[src/rtl/x86_insn_encoder.sv]
// Serializes one decoded x86-64 instruction record into a little-endian byte stream.
// Fields go out in the fixed order 0x66, REX, 0x0F, opcode, ModRM, SIB, disp, imm.
module x86_insn_encoder #(
    parameter int MAX_LEN = 15,
    parameter int CNT_W   = 32
) (
    input  logic             clk,
    input  logic             reset,
    input  logic             in_valid,
    output logic             in_ready,
    input  logic             in_opsize,
    input  logic             in_rex_en,
    input  logic [3:0]       in_rex,
    input  logic             in_esc,
    input  logic [7:0]       in_opcode,
    input  logic             in_has_modrm,
    input  logic [7:0]       in_modrm,
    input  logic             in_has_sib,
    input  logic [7:0]       in_sib,
    input  logic [2:0]       in_disp_len,
    input  logic [31:0]      in_disp,
    input  logic [3:0]       in_imm_len,
    input  logic [63:0]      in_imm,
    output logic             out_valid,
    input  logic             out_ready,
    output logic [7:0]       out_byte,
    output logic             out_last,
    output logic [3:0]       insn_len,
    output logic             err,
    output logic [CNT_W-1:0] insn_count
);

    // state | meaning
    // IDLE  | waiting for a record, in_ready high
    // PFX   | emitting 0x66 operand-size prefix
    // REX   | emitting REX byte 0x40|rex
    // ESC   | emitting 0x0F escape
    // OPC   | emitting primary opcode
    // MODRM | emitting ModRM
    // SIB   | emitting SIB
    // DISP  | emitting displacement bytes, LSB first
    // IMM   | emitting immediate bytes, LSB first
    typedef enum logic [3:0] {
        IDLE  = 4'd0,
        PFX   = 4'd1,
        REX   = 4'd2,
        ESC   = 4'd3,
        OPC   = 4'd4,
        MODRM = 4'd5,
        SIB   = 4'd6,
        DISP  = 4'd7,
        IMM   = 4'd8
    } state_t;

    typedef struct packed {
        logic        opsize;
        logic        rex_en;
        logic [3:0]  rex;
        logic        esc;
        logic [7:0]  opcode;
        logic        has_modrm;
        logic [7:0]  modrm;
        logic        has_sib;
        logic [7:0]  sib;
        logic [2:0]  disp_len;
        logic [31:0] disp;
        logic [3:0]  imm_len;
        logic [63:0] imm;
    } rec_t;

    state_t     state;
    rec_t       rec_q;
    rec_t       rec_in;
    logic [3:0] idx;
    logic [3:0] idx_inc;
    state_t     first_state;
    state_t     adv_state;
    logic [5:0] rec_len;
    logic       disp_ok;
    logic       imm_ok;
    logic       sib_ok;
    logic       len_ok;
    logic       rec_legal;

    // Earliest enabled field strictly after s; the later checks win, so they are the earlier fields.
    function automatic state_t next_field(input state_t s, input rec_t r);
        state_t n;
        n = IDLE;
        if (s < IMM   && r.imm_len != 4'd0)  n = IMM;
        if (s < DISP  && r.disp_len != 3'd0) n = DISP;
        if (s < SIB   && r.has_sib)          n = SIB;
        if (s < MODRM && r.has_modrm)        n = MODRM;
        if (s < OPC)                         n = OPC;
        if (s < ESC   && r.esc)              n = ESC;
        if (s < REX   && r.rex_en)           n = REX;
        if (s < PFX   && r.opsize)           n = PFX;
        return n;
    endfunction

    function automatic logic [7:0] field_byte(input state_t s, input logic [2:0] i, input rec_t r);
        logic [7:0] b;
        case (s)
            PFX:     b = 8'h66;
            REX:     b = {4'h4, r.rex};
            ESC:     b = 8'h0F;
            OPC:     b = r.opcode;
            MODRM:   b = r.modrm;
            SIB:     b = r.sib;
            DISP:    b = r.disp[{i[1:0], 3'b000} +: 8];
            IMM:     b = r.imm[{i, 3'b000} +: 8];
            default: b = 8'h00;
        endcase
        return b;
    endfunction

    // Multi-byte fields finish when the index reaches len-1; single-byte fields always finish.
    function automatic logic field_end(input state_t s, input logic [3:0] i, input rec_t r);
        logic e;
        case (s)
            DISP:    e = (i == ({1'b0, r.disp_len} - 4'd1));
            IMM:     e = (i == (r.imm_len - 4'd1));
            default: e = 1'b1;
        endcase
        return e;
    endfunction

    function automatic logic is_last(input state_t s, input logic [3:0] i, input rec_t r);
        return field_end(s, i, r) && (next_field(s, r) == IDLE);
    endfunction

    assign rec_in = '{
        opsize:    in_opsize,
        rex_en:    in_rex_en,
        rex:       in_rex,
        esc:       in_esc,
        opcode:    in_opcode,
        has_modrm: in_has_modrm,
        modrm:     in_modrm,
        has_sib:   in_has_sib,
        sib:       in_sib,
        disp_len:  in_disp_len,
        disp:      in_disp,
        imm_len:   in_imm_len,
        imm:       in_imm
    };

    assign rec_len = 6'(in_opsize) + 6'(in_rex_en) + 6'(in_esc) + 6'd1
                   + 6'(in_has_modrm) + 6'(in_has_sib)
                   + 6'(in_disp_len) + 6'(in_imm_len);

    assign disp_ok   = (in_disp_len == 3'd0) || (in_disp_len == 3'd1) || (in_disp_len == 3'd4);
    assign imm_ok    = (in_imm_len == 4'd0) || (in_imm_len == 4'd1) || (in_imm_len == 4'd2)
                    || (in_imm_len == 4'd4) || (in_imm_len == 4'd8);
    assign sib_ok    = !in_has_sib || in_has_modrm;
    assign len_ok    = (rec_len <= 6'(MAX_LEN));
    assign rec_legal = disp_ok && imm_ok && sib_ok && len_ok;

    assign first_state = next_field(IDLE, rec_in);
    assign adv_state   = next_field(state, rec_q);
    assign idx_inc     = idx + 4'd1;
    assign in_ready    = (state == IDLE);

    always_ff @(posedge clk or posedge reset) begin
        if (reset) begin
            state      <= IDLE;
            rec_q      <= '0;
            idx        <= 4'd0;
            out_valid  <= 1'b0;
            out_byte   <= 8'h00;
            out_last   <= 1'b0;
            insn_len   <= 4'd0;
            err        <= 1'b0;
            insn_count <= '0;
        end else begin
            err <= 1'b0;
            if (state == IDLE) begin
                if (in_valid) begin
                    if (!rec_legal) begin
                        err <= 1'b1;
                    end else begin
                        rec_q     <= rec_in;
                        insn_len  <= rec_len[3:0];
                        state     <= first_state;
                        idx       <= 4'd0;
                        out_valid <= 1'b1;
                        out_byte  <= field_byte(first_state, 3'd0, rec_in);
                        out_last  <= is_last(first_state, 4'd0, rec_in);
                    end
                end
            end else if (out_valid && out_ready) begin
                if (out_last) begin
                    state      <= IDLE;
                    idx        <= 4'd0;
                    out_valid  <= 1'b0;
                    out_last   <= 1'b0;
                    insn_count <= insn_count + CNT_W'(1);
                end else if (field_end(state, idx, rec_q)) begin
                    state    <= adv_state;
                    idx      <= 4'd0;
                    out_byte <= field_byte(adv_state, 3'd0, rec_q);
                    out_last <= is_last(adv_state, 4'd0, rec_q);
                end else begin
                    idx      <= idx_inc;
                    out_byte <= field_byte(state, idx_inc[2:0], rec_q);
                    out_last <= is_last(state, idx_inc, rec_q);
                end
            end
        end
    end

endmodule

[config.mk]
export PLATFORM = sky130hd
export DESIGN_NAME = x86_insn_encoder
export DESIGN_NICKNAME = d
export VERILOG_FILES = /design/src/rtl/x86_insn_encoder.sv
export SDC_FILE = /design/constraint.sdc
export NUM_CORES = 1
export LEC_CHECK = 0
export ABC_AREA = 1
export BUFFER_PORTS_ARGS = -buffer_cell sky130_fd_sc_hd__buf_2
export CAP_MARGIN = 40
export CORE_MARGIN = 4
export CORE_UTILIZATION = 61
export DETAILED_ROUTE_END_ITERATION = 8
export PLACE_DENSITY = 0.83
export SETUP_SLACK_MARGIN = 0.15
export SYNTH_ARGS = -nofsm -noshare
export SYNTH_HDL_FRONTEND = slang
export SYNTH_SLANG_ARGS = --single-unit
[constraint.sdc]
create_clock -name clk -period 16.4 [get_ports clk]
set_input_delay 0.82 -clock clk [delete_from_list [all_inputs] [get_ports clk]]
set_output_delay 0.82 -clock clk [all_outputs]
set_load 0.02 [all_outputs]
Word level (Yosys, flattened, before mapping)
Cells that the tools add are included. W data, S select, Z words.

$add $sub $neg: 13. Multiply operators: 0. Div/mod/pow operators: 0. Order comparisons: 25. Equal/unequal tests: 37. Shifts and indexed selects: 2. Multiplexer cells: 91. Bitwise operators: 1. Reduce and logical (&&, ||, !) cells: 59.

Operators with widths (number): $pmux W8 S8 (3); $mux W4 (47); $shiftx A64 B7 Y8 (1); $mux W8 (6); $eq A4 B3 Y1 const B (9); $logic_not A4 Y1 (9); $add A32 B1 Y32 const B (1); $lt A4 B3 Y1 const B (8); $shiftx A32 B6 Y8 (1); $logic_and A1 B1 Y1 (28); $mux W1 (28); $eq A4 B2 Y1 const B (5); $eq A4 B4 Y1 (4); $lt A4 B2 Y1 const B (4); $eq A3 B3 Y1 const B (5); $eq A4 B1 Y1 const B (3); $eq A4 B4 Y1 const B (3); $lt A3 B3 Y1 const B (4); $reduce_and A4 Y1 (3); $mux W3 (3); $reduce_and A3 Y1 (3); $reduce_bool A3 Y1 (3); $lt A4 B1 Y1 const B (2); $lt A4 B4 Y1 const B (2); other kinds (26) (43).

Bits in registers: 191. Latch bits: 0. Memory bits (writable): 0. Memory bits (read-only): 0. Input bits: 140. Output and inout port bits: 48. Logic and storage cells: 249. Memories: 0.

Logic depth before layout (Yosys ltp)
Gate-level depths: netlist (run 1).

Depth after elaboration: 30. Depth in mapped cells: 21. Gate-level depth less buffers: 21.

Worst setup path after synthesis (run 1)
Ideal clock, no wire load.

Path type: input port to flip-flop. Start point: in in_opsize. End point: reg out_last. Library setup time: 0.127 ns. Arrival: 4.115 ns. Required time: 16.273 ns. Path slack: 12.158 ns. Stages on the path: 20. Path buffers: 0. Cell sequence: inv_1 -> ha_1 -> fa_1 -> fa_1 -> inv_1 -> ha_1 -> inv_1 -> fa_1 -> inv_1 -> nand3_1 -> inv_1 -> a21boi_0 -> nor4_1 -> nand2_1 -> nor2_1 -> inv_1 -> nand2_1 -> inv_1 -> nor3_1 -> a21oi_1.

Cells in the longest elaborated chain, start to end: 19. Elaborated cells between the ends (all ways): 49. Classes of those cells: add/sub (7); order compare (9); eq/ne (3); mux (19); reduce/logical (11).

RTL lines: start: declaration (RTL line 11) `input logic in_opsize,`; branches (longest 19 deep; another with $add A5 B1 Y6); end signal: assignment (RTL line 187) `out_last <= is_last(first_state, 4'd0, rec_in);`; end signal: assignment (RTL line 201) `out_last <= is_last(adv_state, 4'd0, rec_q);`; end signal: assignment (RTL line 205) `out_last <= is_last(state, idx_inc, rec_q);`; end: declaration (RTL line 27) `output logic out_last,`.

Parallel ways; which one is timed is not known. The select of a mux whose other input is x is not followed. A chain may end at the register's enable or synchronous reset.

Final worst setup path (run 1)
Start point: in in_opsize. End point: reg rec_q[69] (netlist name).

Cells in the longest elaborated chain, start to end: 10.

RTL lines: $add A1 B1 Y2 (RTL line 147) `assign rec_len = 6'(in_opsize) + 6'(in_rex_en) + 6'(in_esc) + 6'd1`; $add A2 B1 Y3 (RTL line 147); $add A3 B1 Y4 (RTL line 147); $add A4 B1 Y5 (RTL line 148) `+ 6'(in_has_modrm) + 6'(in_has_sib)`; $add A5 B1 Y6 (RTL line 148); $add A6 B3 Y6 (RTL line 149) `+ 6'(in_disp_len) + 6'(in_imm_len);`; $add A6 B4 Y6 (RTL line 149); $le A6 B4 Y1 (RTL line 155) `assign len_ok = (rec_len <= 6'(MAX_LEN));`; $logic_and A1 B1 Y1 (RTL line 156) `assign rec_legal = disp_ok && imm_ok && sib_ok && len_ok;`; $reduce_and A3 Y1 (no source line); end signal: assignment (RTL line 181) `rec_q <= rec_in;`; end: declaration (RTL line 72) `rec_t rec_q;`.

No other way between the ends.

==> flow_summary.yaml, run 1 <==
sta:
  fmax_mhz: 195
  relSlewSlack: 0.396
  finalHoldViolations: 0
  finClkSkew_ns: 0.0127
  period_minus_slack_ns: 5.12
  finalSetupTns_ns: 0
  rsz0062_at_grt: "false"
  worst_slew_pin_slew_ns: 0.906
  slew_viol_final: 0
  finalSetupViolCount: 0
  fin_crit_sh: 0.312
drt:
  wl_per_cell_microns: 16.7
  vias: 9562
  first_pass_iters: 7
  drt-initial-drc-count: 945
  routed_via_density: 5.49
  totalWireLength_microns: 29100
  drcViolationCount: 0
  ant_nets: 0
floorplanning:
  die_w_microns: 138
  ios: 188
  chipHeight_microns: 138
  coreArea_sq_um: 16600
  die_area_sq_um: 19100
  num_rows: 47
  start_util: 0.623
grt:
  grt_pass1_wl_microns: 46900
  grt_pass1_vias: 9175
  grt_usage: 0.303
  antenna_found_initial: 0
  grt_max_degree: 124
  overflow: 0
logic_synthesis:
  synthFlopType: "dfrtp_1"
  synth_edf_count: 0
  syn-num-nets: 1513
  netlist_area_sq_um: 10400
  ys_async_sr_fraction: 1.00
  ys.warnings.count: 0
  ys_ff_latch: 191
  yosysUniqueCellTypes: 44
  avgSynthCellArea_sq_um: 7.69
  postSynthCellCount: 1348
  synth-seq-area-share: 0.461
worst_setup_path:
  max_stage_delay_ns: 0.50
  r2r_slack_ns: 13.14
  r2r-end: "out_last"
  cp-end-kind: "flop"
  reg2reg_from: "idx[0]"
  path_max_fanout: 68
  crit_chain: "buf_2, inv_1, ha_1, fa_1, fa_1, inv_1, ha_1, inv_1, fa_1, inv_1, nand3_1, inv_1, a21boi_0, nor4_1, nand2_1, nor2_4, buf_4, buf_4, buf_16, nand2_1, o21ai_0"
  critical_path_required_ns: 16.75
  cpMostUsedCell: "inv_1"
  rr_worst_depth: 10
  slowest_stage: "fa_1"
  arrival_ns: 5.47
  crit_type: "input port to flop"
  worstSetupStartpointType: "input port"
final_layout:
  drive_above_1_share: 0.172
  fin_area_sq_um: 12000
  mostFrequentLayoutCells: "nand2_1, dfrtp_1, buf_2"
  syn_to_final_growth_pct: 16.0
  diodes: 0
  layout_commonest_cell: "nand2_1"
  final_nets: 1675
flow_run:
  maxCapViolations: 0
power_and_ir_drop:
  switching_share: 0.237
  ir_drop_v: 0.0000819
  p_clk_frac: 0.421
  switchingPower_w: 0.000217
  pwr-share-seq: 0.516
  p_leak_nw: 6.56
  p_int_w: 0.000700
  p_comb_frac: 0.063
  power_density_nw_per_um2: 76.3
clocking:
  cts_max_level: 4
  cts_inserted_buffers: 17
  path_clk_slew_ns: 0.07
  hold_buffers: 0
  cts_sinks: 191
  worstSkewPairLatency_ns: 0.43
  cts_buffer_depth: 2
  cts-root-buf: "clkbuf_16"
  cts_tree: "done"
  postCtsSetupBuffers: 0
  cts.repair.resized: 0
place:
  dpl_cell_area_sq_um: 11500
  gp_congestion: 0.998
  portBuffers: 187
  dp_hpwl_microns: 21400
hold_path:
  hold_path.class: "input port to asynchronous set/reset pin"
run_status:
  status: "completed"
-- cell usage after synthesis (all sizes together), types with 18 or more instances --
library cell / number / area [sq um]
nand2: 435 / 1660
dfrtp: 191 / 4780
buf: 19 / 96.3
nand3: 50 / 293
nor3: 18 / 90.1
xor2: 33 / 289
inv: 158 / 593
o21ai: 158 / 795
ha: 21 / 263
a21oi: 48 / 240
clkbuf: 34 / 128
nor2: 104 / 469
-- power by group through the flow --
stage          combinational, W  sequential [W]  clock, W
6_report              0.0000578        0.000473  0.000386
5_1_grt               0.0000657        0.000473  0.000414
4_1_cts               0.0000581        0.000473  0.000391
3_5_place_dp          0.0000578        0.000482         0
3_3_place_gp          0.0000561        0.000482         0
2_1_floorplan         0.0000259        0.000483         0
-- metal layers --
| layer | vias to the layer above | global-route usage | wire, microns |
|---|---|---|---|
| li1 | 4627 | - | - |
| met1 | 4448 | 0.433 | 12500 |
| met5 | - | 0 | 0 |
| met3 | 55 | 0.0749 | 2420 |
| met4 | 0 | 0.109 | 892 |
| met2 | 432 | 0.456 | 13200 |
-- final cells by class --
class                      count  area, sq um
fill                        1340         4620
clock buffer                  21          460
timing repair buffer         196         1040
inverter                     158          601
sequential                   191         4780
clock inverter                10         81.3
multi-input combinational    946         4780
tap                          220          275
-- how the worst max path moves through the flow --
stage            endpoint      start
3_5_place_dp    rec_q[69]  in_opsize
5_1_grt         rec_q[73]  in_opsize
6_report        rec_q[69]  in_opsize
2_1_floorplan         err      reset
3_3_place_gp   rec_q[106]  in_opsize
4_1_cts         rec_q[69]  in_opsize
-- per-stage QoR --
step	util	power [W]	setup WS, ns	hold WS [ns]	std cells
6_report	0.722	0.000916	11.28	0.262	1742
5_1_grt	0.722	0.000953	10.87	0.246	1742
4_1_cts	0.722	0.000922	11.30	0.251	1742
3_5_place_dp	0.690	0.000540	10.85	0.460	1711
3_3_place_gp	0.686	0.000538	10.84	0.457	1708
2_1_floorplan	-	0.000509	10.38	0.444	1348
-- worst max-delay path: cells and delay by family --
family | cells | cell delay [ns]
compound gates | 2 | 0.15
simple gates | 5 | 0.98
fa+ha+maj | 5 | 1.73
buf+inv | 9 | 1.75
-- kinds of logic after synthesis --
family	after synthesis	share of synthesized area
xor gates and xnor gates	43	0.0363
DFF	191	0.461
and+or+nand+nor	628	0.259
buffers and inverters	211	0.0788
adders and majority gates	25	0.0331
AOI/OAI and AO/OA	250	0.131
-- state kept, by name (all words and copies together) (netlist names) --
name	flops
insn_len	4
err	1
out_last	1
out_valid	1
state	4
rec_q	136
insn_count	32
out_byte	8
idx	4
Power figures use the tool's default switching activity.
==> inputs of run 2 (changes only) <==
CORE_UTILIZATION = 51   (was 61)
PLACE_DENSITY = 0.74   (was 0.83)
clock period = 4.5 ns   (was 16.4 ns; I/O delays follow)
==> run 2 against run 1 <==
Die area up 18%. Clock skew rose by 0.0013 ns. Utilization fell by 6.1 points. Sequential share of layout area down 3.1 points. Worst setup slack worse by 11 ns. Worst hold slack lost 0.25 ns. Register-to-register slack got worse by 12 ns. Largest cell class unchanged.
==> flow_summary.yaml, run 2 (synthesis results as in run 1) <==
final_layout:
  largest_reg_flops: 136
  syn_to_final_growth_pct: 25.9
  layout_commonest_cell: "nand2_1"
  regMostFlops: "rec_q"
  diodes: 0
  top_regs: "rec_q (136), insn_count (32), out_byte (8)"
  fill_cells: 1663
  final_nets: 1762
  drive_above_1_share: 0.164
  mostFrequentLayoutCells: "nand2_1, dfrtp_1, buf_2"
clocking:
  cts_buffer_depth: 2
  cts-root-buf: "clkbuf_16"
  cts.repair.resized: 0
  cts_inserted_buffers: 17
  worstSkewPairLatency_ns: 0.45
  cts_tree: "done"
  cts_max_level: 4
  postCtsSetupBuffers: 0
  path_clk_slew_ns: 0.08
  cts_sinks: 191
grt:
  grt_pass1_wl_microns: 51100
  grt_pass1_vias: 9865
  grt_usage: 0.289
  overflow: 0
  antenna_found_initial: 0
  grt_max_degree: 175
floorplanning:
  start_util: 0.526
  chipHeight_microns: 151
  coreArea_sq_um: 19700
  ios: 188
  die_w_microns: 151
  die_area_sq_um: 22700
  num_rows: 51
power_and_ir_drop:
  ir_drop_v: 0.000252
  power.total_w: 0.00360
  power_density_nw_per_um2: 276
  p_leak_nw: 6.97
worst_setup_path:
  path_max_fanout: 174
  cpMostUsedCell: "inv_1"
  critical_path_required_ns: 4.88
  path_buf_inv: 8
  cp_top_family: "adder cells"
  crit_chain: "buf_2, inv_1, ha_1, fa_1, fa_1, inv_1, ha_1, inv_1, fa_1, inv_1, nand3_1, inv_1, a21boi_0, nor4_1, buf_4, nand2_1, nor2_4, buf_12, nand2_1, nand2_1"
  cp-end-kind: "flop"
  slowest_stage: "fa_1"
  crit_type: "input port to flop"
  arrival_ns: 4.20
  worstSetupStartpointType: "input port"
  max_stage_delay_ns: 0.50
drt:
  vias: 9957
  drcViolationCount: 0
  drt-initial-drc-count: 776
  routed_via_density: 5.31
  wl_per_cell_microns: 17.0
  ant_nets: 0
  totalWireLength_microns: 31900
  first_pass_iters: 7
sta:
  rsz0062_at_grt: "false"
  fin_crit_sh: 0.849
  finalSetupTns_ns: 0
  finalHoldViolations: 0
  period_minus_slack_ns: 3.82
  worst_slew_pin_slew_ns: 0.925
  finalSetupViolCount: 0
  fmax_mhz: 262
  layout_setup_ws_ns: 0.680
  finClkSkew_ns: 0.0140
  slew_viol_final: 0
  relSlewSlack: 0.379
run_status:
  status: "completed"
place:
  dp_hpwl_microns: 21600
  gp_congestion: 0.960
  dp_slack_ns: 0.314
  portBuffers: 187
hold_path:
  hold_path.class: "input port to flop"
flow_run:
  maxCapViolations: 0
run 2: report_power, final:
| group | internal, W | leakage [nW] | total (W) | switching, W |
|---|---|---|---|---|
| sequential | 0.00172 | 2.32 | 0.00172 | 0.00000291 |
| combinational | 0.000134 | 4.35 | 0.000274 | 0.000139 |
| clock | 0.000815 | 0.306 | 0.00161 | 0.000790 |
| total | 0.00267 | 6.97 | 0.00360 | 0.000933 |
run 2: through the flow:
| step | std cells | hold WS [ns] | area, sq um | util |
|---|---|---|---|---|
| final | 1875 | 0.00877 | 13000 | 0.662 |
| after global routing | 1875 | 0.00811 | 13000 | 0.662 |
| after CTS | 1875 | 0.000759 | 13000 | 0.662 |
| after detailed placement | 1755 | 0.358 | 11500 | 0.584 |
| after global placement | 1754 | 0.361 | 11500 | 0.584 |
| after floorplan | 1348 | 0.335 | 10400 | - |
run 2: worst min-delay path: cells and delay by family:
| family | cells | cell delay [ns] |
|---|---|---|
| compound gates | 1 | 0.06 |
| buf+inv | 1 | 0.08 |
| simple gates | 1 | 0.04 |
run 2: worst paths after layout:
path | start | end | slack [ns] | cells after the start
setup reg to reg | state[2] | out_byte[6] | 1.58 | 15
max in group asynchronous | reset | idx[0] | 3.00 | 4
setup / recovery | in_opsize | rec_q[79] | 0.68 | 20
hold / removal | in_disp[20] | rec_q[88] | 0.009 | 3
min in group asynchronous | reset | rec_q[94] | 0.42 | 3
hold reg to reg | rec_q[93] | rec_q[93] | 0.48 | 2
run 2: layout make-up:
class                           count  area (sq um)  share of cell area
Sequential cell                   191          4780               0.366
Clock inverter                     15           215              0.0165
Timing Repair Buffer              283          1910               0.147
Multi-Input combinational cell    946          4780               0.366
Inverter                          158           597              0.0458
Clock buffer                       17           425              0.0326
Tap cell                          265           332              0.0254
run 2: metal layers:
metal,global-route usage,up-vias,wire length (microns)
met5,0,-,0
met4,0.0883,0,792
met3,0.0635,61,2390
met2,0.462,388,15000
met1,0.398,4709,13700
li1,-,4799,-
run 2: timing repair:
action / CTS / global route
hold buffers: 88 / 0
endpoints found under the hold margin: 115 / 0
endpoints found under the setup margin: 0 / 0
==> inputs of run 3 (changes only) <==
ABC_AREA = 0   (was 1)
clock period = 3.34 ns   (was 4.5 ns; I/O delays follow)
==> run 3 against run 2 <==
The run now ends with setup timing left. Clock power increased by 22%. Clock-buffer cell count increased by 4. Sequential share of layout area decreased by 4.2 points. First-iteration DRC count increased by 48%. Power increased to 2.9 times the previous value. Worst setup slack got worse by 0.87 ns. Sequential cell count unchanged. Critical endpoint is now rec_q[15]. Largest power group is now combinational logic. Highest routed layer unchanged.
==> flow_summary.yaml, run 3 <==
run_status:
  status: "finished, violations left"
  violations: "setup timing"
drt:
  vias: 10500
  drt-initial-drc-count: 1150
  totalWireLength_microns: 39200
  drcViolationCount: 0
  first_pass_iters: 9
  ant_nets: 0
  routed_via_density: 6.01
  wl_per_cell_microns: 22.5
final_layout:
  syn_to_final_growth_pct: 46.0
  utilization: 0.756
  largest_reg_flops: 136
  mostFrequentLayoutCells: "nand2_1, dfrtp_1, buf_2"
  final_nets: 1629
  fill_cells: 1240
  top_regs: "rec_q (136), insn_count (32), out_byte (8)"
  fin_area_sq_um: 14700
  layout_commonest_cell: "nand2_1"
  drive_above_1_share: 0.321
  regMostFlops: "rec_q"
floorplanning:
  die_area_sq_um: 22100
  die_w_microns: 149
  start_util: 0.518
  num_rows: 51
  chipHeight_microns: 149
  ios: 188
  coreArea_sq_um: 19500
logic_synthesis:
  yosysUniqueCellTypes: 74
  ys_top_cells_by_area: "dfrtp_1, nand2_1, mux4_2, ha_1, xnor2_1"
  syn-num-nets: 1259
  synth_edf_count: 0
  ys.warnings.count: 0
  avgSynthCellArea_sq_um: 9.21
  synth_top_area_cell: "dfrtp_1"
  postSynthCellCount: 1094
  netlist_area_sq_um: 10100
  synth_top_area_share: 0.474
  synth-seq-area-share: 0.474
  synthFlopType: "dfrtp_1"
  synth.most_common_cell: "nand2_1"
  synthTopCellsByCount: "nand2_1, dfrtp_1, nor2_1, buf_2, inv_1"
  ys_ff_latch: 191
  ys_async_sr_fraction: 1.00
power_and_ir_drop:
  ir_drop_v: 0.000538
  p_leak_nw: 7.29
  power_density_nw_per_um2: 717
  power.total_w: 0.0105
  p_comb_frac: 0.418
  switching_share: 0.415
  switchingPower_w: 0.00438
  pwr-share-seq: 0.394
  p_int_w: 0.00617
  p_clk_frac: 0.187
place:
  dpl_cell_area_sq_um: 11500
  gp_congestion: 0.946
  dp_hpwl_microns: 20700
  portBuffers: 187
worst_setup_path:
  path_max_fanout: 20
  arrival_ns: 3.84
  crit_start: "in_opsize"
  r2r_slack_ns: 0.37
  critical_path_required_ns: 3.65
  crit_type: "input port to flop"
  worstSetupStartpointType: "input port"
  rr_worst_depth: 7
  cp-end-kind: "flop"
  reg2reg_from: "state[0]"
  r2r-end: "out_byte[1]"
clocking:
  path_clk_slew_ns: 0.07
  cts_tree: "done"
  cts_max_level: 4
  cts_sinks: 191
  cts_inserted_buffers: 17
  cts_buffer_depth: 2
  worstSkewPairLatency_ns: 0.45
  cts-root-buf: "clkbuf_16"
sta:
  fmax_mhz: 283
  finalSetupViolCount: 134
  finClkSkew_ns: 0.0191
  worst_slew_pin_slew_ns: 0.685
  fin_crit_sh: 1.06
  relSlewSlack: 0.543
  hold_ws_ns: 0.0248
  slew_viol_final: 0
  rsz0062_at_grt: "true"
  layout_setup_ws_ns: -0.190
  finalHoldViolations: 0
  period_minus_slack_ns: 3.53
grt:
  grt_pass1_wl_microns: 55100
  grt_usage: 0.321
  grt_max_degree: 100
  overflow: 0
  grt_pass1_vias: 10200
  antenna_found_initial: 1
hold_path:
  holdPathStages: 3
  hold_path.class: "input port to flop"
  hold_end: "rec_q[127]"
  hold_path.startpoint: "in_opcode[6]"
flow_run:
  maxCapViolations: 0
run 3: logic make-up after synthesis:
kind of cell / after synthesis / synth area share
xor gates and xnor gates: 43 / 0.0374
AOI/OAI and AO/OA: 125 / 0.0888
DFF: 191 / 0.474
adders and majority gates: 26 / 0.0350
muxes: 48 / 0.0823
and+or+nand+nor: 574 / 0.241
buffers and inverters: 87 / 0.0418
run 3: per-stage QoR:
| stage | worst slack [ns] | setup TNS (ns) | instances |
|---|---|---|---|
| 6_report | -0.190 | -7.28 | 1740 |
| 3_5_place_dp | -0.616 | -81.02 | 1538 |
| 4_1_cts | -0.0686 | -1.77 | 1721 |
| 3_3_place_gp | -0.568 | -74.99 | 1538 |
| 5_1_grt | -0.287 | -25.51 | 1740 |
| 2_1_floorplan | -0.321 | -32.92 | 1094 |
run 3: how the worst max path moves through the flow:
stage / end / slack [ns] / cells after the start
after global placement: rec_q[134] / -0.57 / 16
after detailed placement: rec_q[111] / -0.62 / 16
after global routing: rec_q[15] / -0.29 / 17
after floorplan: state[0] / -0.32 / 16
final: rec_q[15] / -0.19 / 17
after CTS: state[1] / -0.07 / 16
run 3: power groups by stage:
stage	clock network (W)	registers (W)	logic (W)
2_1_floorplan	0	0.00382	0.00256
3_3_place_gp	0	0.00394	0.00354
3_5_place_dp	0	0.00396	0.00366
4_1_cts	0.00197	0.00397	0.00392
5_1_grt	0.00208	0.00420	0.00475
6_report	0.00197	0.00416	0.00441
run 3: final cells by class:
cell class	count	area, sq um	share of cell area
Multi-Input combinational cell	817	5370	0.365
Sequential cell	191	4780	0.325
Timing Repair Buffer	406	3540	0.241
Clock buffer	21	460	0.0313
Tap cell	265	332	0.0225
Inverter	31	143	0.00969
Clock inverter	8	85.1	0.00578
Antenna cell	1	2.50	0.000170
run 3: critical path: stages:
cell and delay, ns:
buf_12 0.11, inv_12 0.04, ha_4 0.19, fa_1 0.49
fa_1 0.40, inv_1 0.06, ha_2 0.18, inv_2 0.04
fa_2 0.33, nand4b_1 0.17, o22a_1 0.16, o22a_1 0.20
or4_4 0.68, buf_12 0.22, buf_16 0.17, nand2_1 0.12
nand2_1 0.11
run 3: repair_timing:
action / CTS / global route
buffers inserted: 18 / 8
gates resized for setup: 55 / 138
cloned: 14 / 9
pin swaps: 19 / 35
hold buffers: 122 / 1
hold endpoints to repair: 135 / 1
setup endpoints to repair: 156 / 158
run 3: layer usage:
metal  GRT usage  vias up  wire length (microns)
met3      0.0743      209                   3940
met5           0        -                      0
li1            -     4441                      -
met1       0.414     5025                  14000
met4       0.125        0                   2400
met2       0.529      778                  18900
